**src/rtl/fetch.sv**
```systemverilog
// Instruction fetch stage: holds the PC, issues in-order word reads and
// buffers the returned words for decode behind a valid/ready handshake.
module fetch #(
   parameter int unsigned         INSTR_WIDTH = 32,
   parameter int unsigned         PC_WIDTH    = 32,
   parameter logic [PC_WIDTH-1:0] RESET_PC    = '0,
   parameter int unsigned         BUF_DEPTH   = 2
) (
   input  logic                   clk,
   input  logic                   rstn,
   output logic                   imem_req_valid,
   input  logic                   imem_req_ready,
   output logic [PC_WIDTH-1:0]    imem_req_addr,
   input  logic                   imem_resp_valid,
   input  logic [INSTR_WIDTH-1:0] imem_resp_data,
   input  logic                   redirect_valid,
   input  logic [PC_WIDTH-1:0]    redirect_pc,
   output logic                   instr_valid,
   input  logic                   instr_ready,
   output logic [INSTR_WIDTH-1:0] instr_out,
   output logic [PC_WIDTH-1:0]    pc_out
);

   localparam int unsigned PTR_W = (BUF_DEPTH > 1) ? $clog2(BUF_DEPTH) : 1;
   localparam int unsigned CNT_W = $clog2(BUF_DEPTH + 1);
   localparam int unsigned SUM_W = CNT_W + 1;
   localparam logic [INSTR_WIDTH-1:0] NOP      = INSTR_WIDTH'(32'h0000_0013);
   localparam logic [PTR_W-1:0]       LAST_PTR = PTR_W'(BUF_DEPTH - 1);

   typedef enum logic {RUN, FLUSH} state_t;

   state_t                 state_q, state_d;
   logic                   live_q;
   logic [PC_WIDTH-1:0]    pc_q, pc_d;
   logic [CNT_W-1:0]       outst_q, outst_d;
   logic [CNT_W-1:0]       disc_q, disc_d;
   logic [CNT_W-1:0]       cnt_q, cnt_d;
   logic [PTR_W-1:0]       rd_q, rd_d, wr_q, wr_d;
   logic [INSTR_WIDTH-1:0] buf_instr [BUF_DEPTH];
   logic [PC_WIDTH-1:0]    buf_pc    [BUF_DEPTH];
   logic                   valid_q, valid_d;
   logic [INSTR_WIDTH-1:0] instr_q, instr_d;
   logic [PC_WIDTH-1:0]    pc_out_q, pc_out_d;

   logic                   accept, pop, push, credit_ok;
   logic [SUM_W-1:0]       used, disc_sum;
   logic [PC_WIDTH-1:0]    resp_pc;
   logic [INSTR_WIDTH-1:0] head_instr;
   logic [PC_WIDTH-1:0]    head_pc;
   logic                   unused_rpc_lsb;

   function automatic logic [PTR_W-1:0] ptr_inc(input logic [PTR_W-1:0] p);
      return (p == LAST_PTR) ? '0 : p + PTR_W'(1);
   endfunction

   // Low redirect bits are ignored; the target is always word aligned.
   assign unused_rpc_lsb = ^redirect_pc[1:0];

   assign imem_req_addr = pc_q;
   assign instr_valid   = valid_q;
   assign instr_out     = instr_q;
   assign pc_out        = pc_out_q;

   // Requests are sequential since the last redirect, so the oldest
   // outstanding request sits 'outstanding' words behind pc.
   assign resp_pc = pc_q - (PC_WIDTH'(outst_q) << 2);

   // Request credit; a buffer slot freed by this cycle's pop counts as free.
   always_comb begin
      pop            = valid_q && instr_ready;
      used           = SUM_W'(outst_q) + SUM_W'(cnt_q) - SUM_W'(pop);
      credit_ok      = used < SUM_W'(BUF_DEPTH);
      imem_req_valid = live_q && (state_q == RUN) && !redirect_valid && credit_ok;
      accept         = imem_req_valid && imem_req_ready;
   end

   // Next-state for PC, counters, buffer pointers and presented outputs.
   always_comb begin
      state_d  = state_q;
      pc_d     = pc_q;
      outst_d  = outst_q;
      disc_d   = disc_q;
      cnt_d    = cnt_q;
      rd_d     = rd_q;
      wr_d     = wr_q;
      push     = 1'b0;
      disc_sum = '0;

      if (redirect_valid) begin
         pc_d     = {redirect_pc[PC_WIDTH-1:2], 2'b00};
         disc_sum = SUM_W'(outst_q) + ((state_q == FLUSH) ? SUM_W'(disc_q) : '0)
                    - SUM_W'(imem_resp_valid);
         disc_d   = CNT_W'(disc_sum);
         outst_d  = '0;
         cnt_d    = '0;
         rd_d     = '0;
         wr_d     = '0;
         state_d  = (disc_d == '0) ? RUN : FLUSH;
      end else if (state_q == FLUSH) begin
         if (imem_resp_valid) begin
            disc_d = disc_q - CNT_W'(1);
            if (disc_q == CNT_W'(1)) state_d = RUN;
         end
      end else begin
         push    = imem_resp_valid;
         if (accept) pc_d = pc_q + PC_WIDTH'(4);
         outst_d = outst_q + CNT_W'(accept) - CNT_W'(imem_resp_valid);
         cnt_d   = cnt_q + CNT_W'(push) - CNT_W'(pop);
         if (pop)  rd_d = ptr_inc(rd_q);
         if (push) wr_d = ptr_inc(wr_q);
      end

      // The new head is the incoming word when it lands in the head slot.
      if (push && (rd_d == wr_q)) begin
         head_instr = imem_resp_data;
         head_pc    = resp_pc;
      end else begin
         head_instr = buf_instr[rd_d];
         head_pc    = buf_pc[rd_d];
      end

      valid_d  = (state_d == RUN) && (cnt_d != '0);
      instr_d  = valid_d ? head_instr : NOP;
      pc_out_d = valid_d ? head_pc : pc_out_q;
   end

   // Buffer storage; contents are qualified by the occupancy count.
   always_ff @(posedge clk) begin
      if (push) begin
         buf_instr[wr_q] <= imem_resp_data;
         buf_pc[wr_q]    <= resp_pc;
      end
   end

   // State register, counters and registered decode-side outputs.
   always_ff @(posedge clk or negedge rstn) begin
      if (!rstn) begin
         state_q  <= RUN;
         live_q   <= 1'b0;
         pc_q     <= RESET_PC;
         outst_q  <= '0;
         disc_q   <= '0;
         cnt_q    <= '0;
         rd_q     <= '0;
         wr_q     <= '0;
         valid_q  <= 1'b0;
         instr_q  <= NOP;
         pc_out_q <= RESET_PC;
      end else begin
         state_q  <= state_d;
         live_q   <= 1'b1;
         pc_q     <= pc_d;
         outst_q  <= outst_d;
         disc_q   <= disc_d;
         cnt_q    <= cnt_d;
         rd_q     <= rd_d;
         wr_q     <= wr_d;
         valid_q  <= valid_d;
         instr_q  <= instr_d;
         pc_out_q <= pc_out_d;
      end
   end

endmodule

```
**config.mk**
```make
export PLATFORM = sky130hd
export DESIGN_NAME = fetch
export DESIGN_NICKNAME = d
export VERILOG_FILES = /design/src/rtl/fetch.sv
export SDC_FILE = /design/constraint.sdc
export NUM_CORES = 1
export LEC_CHECK = 0
export ABC_AREA = 1
export CAP_MARGIN = 20
export CORE_UTILIZATION = 37
export DETAILED_ROUTE_END_ITERATION = 16
export PLACE_DENSITY_LB_ADDON = 0.08
export SYNTH_ARGS = -nofsm -noshare
export SYNTH_HDL_FRONTEND = slang
export SYNTH_SLANG_ARGS = --single-unit
```
**constraint.sdc**
```tcl
create_clock -name clk -period 4.7 [get_ports clk]
set_input_delay 1.175 -clock clk [delete_from_list [all_inputs] [get_ports clk]]
set_output_delay 1.175 -clock clk [all_outputs]
set_load 0.01 [all_outputs]
```
# == After elaboration in Yosys (flattened, before gate mapping) ==
# Memory sizes are Yosys's and may differ from the RTL's. A register that Yosys moved wholly into a read port is not among the register bits.
# Index checks and enable logic that the tools add are counted.
# totals
regBits,75
latchBits,0
ramBits,128
romBits,0
inputBits,70
output_inout_bits,98
word_cells,78
mem_count,2
# classes
add_sub_neg,13
multipliers,0
n_div,0
order_cmp,1
n_eq_ne,3
shifts,0
muxes,30
bitwise_logic,2
n_reduce_logical,17
# memory_table
memory,words,word_bits,rd,rd_ports_with_merged_regs,wr,line,source
buf_instr,2,32,1,0,1,39,logic [INSTR_WIDTH-1:0] buf_instr [BUF_DEPTH];
buf_pc,2,32,1,1,1,40,logic [PC_WIDTH-1:0] buf_pc [BUF_DEPTH];
# op_table
cell,n
$mux W32,5
$add A32 B3 Y32 const B,1
$sub A32 B4 Y32,1
$mux W1,17
$mux W2,8
$reduce_bool A2 Y1,4
$logic_and A1 B1 Y1,7
$reduce_and A2 Y1,3
$sub A2 B1 Y2,3
$add A2 B1 Y2,2
$add A2 B2 Y3,1
$lt A3 B2 Y1 const B,1
$sub A3 B1 Y3,1
$add A1 B1 Y1 const B,2
$add A2 B2 Y2,1
$eq A2 B1 Y1 const B,1
$logic_not A1 Y1,2
$logic_not A2 Y1,1
$ne A2 B2 Y1 const B,1
$not A1 Y1,2
$sub A2 B1 Y2 const B,1
$eq A1 B1 Y1,1

# == Logic depth before layout (Yosys ltp) ==
# logic_depth
ltp_word,9
mapped_depth,17
ltp_nobuf,17

# == Least setup slack after synthesis ==
# Ideal clock, no wire load.
# synth_timing
path_type,input-to-reg
from,in redirect_valid
to,mem buf_instr[0][0] (enable)
setup_time_ns,0.483
arrival_ns,4.291
required_time_ns,4.217
slack_ns,-0.074
stages,6
n_path_buf,1
path_cell_list,buf_4 nor2_4 inv_1 nor2_1 inv_1 nor2_1
# synth_between
elab_chain_cells,3
# synth_rtl
element,line,source
"start, declared",16,"input logic redirect_valid,"
$mux W1,89,if (redirect_valid) begin
$mux W1,129,if (push) begin
$mux W1 (implied by the code),130,buf_instr[wr_q] <= imem_resp_data;
"end, declared",39,
# Every way passes these cells.

# == Final worst setup path ==
# layout_timing
from,in instr_ready
to,out imem_req_valid
# layout_between
elab_chain_cells,4
# layout_rtl
element,line,source
"start, declared",19,"input logic instr_ready,"
$logic_and A1 B1 Y1,70,pop = valid_q && instr_ready;
$sub A3 B1 Y3,71,used = SUM_W'(outst_q) + SUM_W'(cnt_q) - SUM_W'(pop);
$lt A3 B2 Y1,72,credit_ok = used < SUM_W'(BUF_DEPTH);
$logic_and A1 B1 Y1,73,imem_req_valid = live_q && (state_q == RUN) && !redirect_valid && credit_ok;
"end, declared",11,"output logic imem_req_valid,"
# Every way passes these cells.

==> results_dict.tcl <==
set metrics [dict create \
    status "finished clean" \
    hold_class "register to register" \
    dp_hpwl_mm 19.6 \
    die_h_um 175 \
    fmax_ghz 0.238 \
    ios 168 \
    grt_pass1_vias 8814 \
    period_share_pct 89.4 \
    via_per_inst 4.83 \
    final_util_pct 47.7 \
    drt_iter0_markers 563 \
    tritoncts "yes" \
    numPortBuffers 161 \
    grt_pass1_wl_mm 47.4 \
    syn_area_um2 11100 \
    cp-start-kind "input port" \
    ir_worst_vdd_mv 0.250 \
    top_layer "met4" \
    setup_viol 0 \
    cts.sinks 227 \
    initial_core_util_pct 38.1 \
    relSlewSlack_pct 45.8 \
    vias 8829 \
    grt_max_degree 64 \
    htreeDepth 1 \
    clockBufferDepth 3 \
    fin_crit_ns 4.20 \
    num_rows 62 \
    path_class "input port to output pin" \
    synth_seq_cells 227 \
    rrSetupSlack_ns 1.95 \
    wl_per_cell_um 16.1 \
    grt_overflow_total 0 \
    antenna_found_initial 0 \
    dr_wl_met2_mm 13.8 \
    cts-root-buf "clkbuf_16" \
    crit_arrival_ns 3.03 \
    setup_tns_ns 0 \
    fin_skew_ns 0.00971 \
    dr.pass1.iters 5 \
    synthArstFlopShare_pct 45.4 \
    yosysTopAreaCell "edfxtp_1" \
    die_area_um2 30700 \
    slew_viol_final 0 \
    whs_endpoint "pc_out[9]" \
    clkSlewWorstSetupHoldPaths_ns 0.06 \
    holdBufCountCts 0 \
    wl_met3_mm 1.24 \
    gp_congestion 0.857 \
    syn_inst 1275 \
    r2r_start "instr_valid" \
    drt-met1-wl_mm 13.7 \
    worstHoldStart "pc_out[9]" \
    insertion_delay_ns 0.52 \
    grt_usage_pct 19.6 \
    hold_depth 2 \
    reg2reg_to "imem_req_addr[6]" \
    grt_setup_unrepaired "no" \
    drive_gt1_share_pct 6.09 \
    power_leakage_uw 0.00603 \
    cp.required_ns 3.52 \
    drc 0 \
    reg2reg_depth 14 \
    ys_seq_area_share_pct 56.9 \
    die_x_um 175 \
    antenna_cells 0 \
    synth_edf_count 124 \
    final_antenna_net_count 0 \
    synth.avg_cell_area_um2 8.69 \
    yosys-top-cells-area "edfxtp_1 (34%), dfrtp_1 (23%), nand2_1 (17%)" \
    wirelength_mm 29.4 \
    cp_max_fo 2 \
    design_area_um2 13900 \
    cts_buffers 26 \
    nFillCells 2811 \
    area_growth_pct 25.3 \
    synthDistinctLibCells 40 \
    p_per_area_nw_per_um2 484 \
    ys_warn_count 0 \
    ys.flop_type "edfxtp_1" \
    core-area_um2 29100 \
    maxCapViolations 0 \
    worst_slew_pin_slew_ns 0.813 \
    synth_top_area_share_pct 33.6 \
    place_area_um2 13100 \
    crit_path_end_kind "output pin" \
    final-hold-violation-count 0 \
    final_nets 1507 \
]
state kept, by name (all words and copies together) (netlist names), 2 cells and up:
name	count
cnt_q	2
imem_req_addr	30
buf_instr	64
buf_pc	60
disc_q	2
pc_out	30
instr_out	32
outst_q	2
area by class of cell:
| cell class | count | area, um^2 | area share [%] |
|---|---|---|---|
| clock inverters | 4 | 67.6 | 0.486 |
| clock buffers | 44 | 759 | 5.47 |
| well taps | 384 | 480 | 3.46 |
| flip-flops and latches | 227 | 6300 | 45.4 |
| inverters | 111 | 419 | 3.02 |
| repair buffers | 179 | 1800 | 12.9 |
| multi-input cells | 879 | 4060 | 29.2 |
what timing repair did:
item	CTS	global route
endpoints found under the hold margin	0	0
setup endpoints to repair	0	1
gates resized for setup	0	1
setup buffers	0	0
worst max-delay path by stage:
stage,from,to,slack [ns],depth (start not counted)
6_report,instr_ready,imem_req_valid,0.50,10
5_1_grt,instr_ready,imem_req_valid,0.33,10
4_1_cts,instr_ready,imem_req_valid,0.11,10
3_5_place_dp,instr_ready,imem_req_valid,0.13,10
3_3_place_gp,instr_ready,imem_req_valid,0.12,10
2_1_floorplan,redirect_valid,buf_instr[0][0],0.97,6
critical path, stage by stage:
cell and delay, ns:
clkdlybuf4s50_1 0.48, nand2_1 0.07, inv_1 0.07, ha_1 0.22, inv_1 0.07, nand2_1 0.06
fa_1 0.50, nand3_1 0.08, nor2_1 0.13, dlymetal6s2s_1 0.17
where the power goes:
part / switching, uW / internal [uW]
sequential: 268 / 2480
clock: 776 / 1200
combinational: 1140 / 854
total: 2190 / 4540
cells in the final DEF (no fill, tap or decap), drive strengths merged:
master | Yosys | final
o21a | 1 | 1
fa | 2 | 2
buf | 49 | 19
o221ai | 2 | 2
clkbuf | 12 | 44
clkinv | 1 | 3
dfrtp | 100 | 100
dlymetal6s2s | 0 | 1
nand4 | 13 | 13
o21ai | 26 | 26
nand3 | 108 | 108
ha | 11 | 11
bufinv | 0 | 2
xnor2 | 3 | 3
inv | 110 | 110
clkdlybuf4s50 | 0 | 159
nand3b | 2 | 2
o22ai | 3 | 3
nor4 | 1 | 1
or2 | 3 | 3
edfxtp | 124 | 124
o211ai | 10 | 10
a21oi | 39 | 39
xor2 | 23 | 23
dfstp | 3 | 3
nor3 | 11 | 11
a31oi | 3 | 3
nand2 | 520 | 520
nor3b | 1 | 1
conb | 2 | 5
nor2 | 90 | 90
o21bai | 2 | 2
kinds of logic after synthesis:
kind of cell	count (synthesis)	synth area share [%]
other cells	2	0.0678
flops	227	56.9
simple gates	749	27.9
xor+xnor	26	2.05
buf+inv	172	6.85
fa+ha+maj	13	1.60
compound gates	86	4.65
cell usage after synthesis (3+ instances only):
| cell | n |
|---|---|
| a21oi_1 | 29 |
| a21oi_2 | 10 |
| a31oi_1 | 3 |
| buf_2 | 36 |
| buf_4 | 9 |
| buf_6 | 4 |
| clkbuf_1 | 10 |
| dfrtp_1 | 100 |
| dfstp_2 | 3 |
| edfxtp_1 | 124 |
| ha_1 | 11 |
| inv_1 | 107 |
| nand2_1 | 516 |
| nand2_2 | 4 |
| nand3_1 | 108 |
| nand4_1 | 13 |
| nor2_1 | 81 |
| nor2_2 | 4 |
| nor2_4 | 4 |
| nor3_1 | 9 |
| o211ai_1 | 10 |
| o21ai_0 | 26 |
| o22ai_1 | 3 |
| or2_2 | 3 |
| xnor2_1 | 3 |
| xor2_1 | 23 |
layer usage:
layer	global-route usage (%)	vias to the layer above
met4	5.54	0
met5	0	-
met2	32.6	228
met1	26.6	4161
li1	-	4401
met3	2.68	39
metrics by stage:
step                      setup slack (ns)  total power [uW]  instances  hold WS [ns]
final                                0.497              6720       1828         0.476
after CTS                            0.109              6820       1828         0.482
after detailed placement             0.127              4810       1780         0.466
after global placement               0.121              4790       1780         0.461
after floorplan                      0.966              3890       1278         0.481
after global routing                 0.334              7140       1828         0.497
No activity file was read; power rests on OpenSTA's default activity.
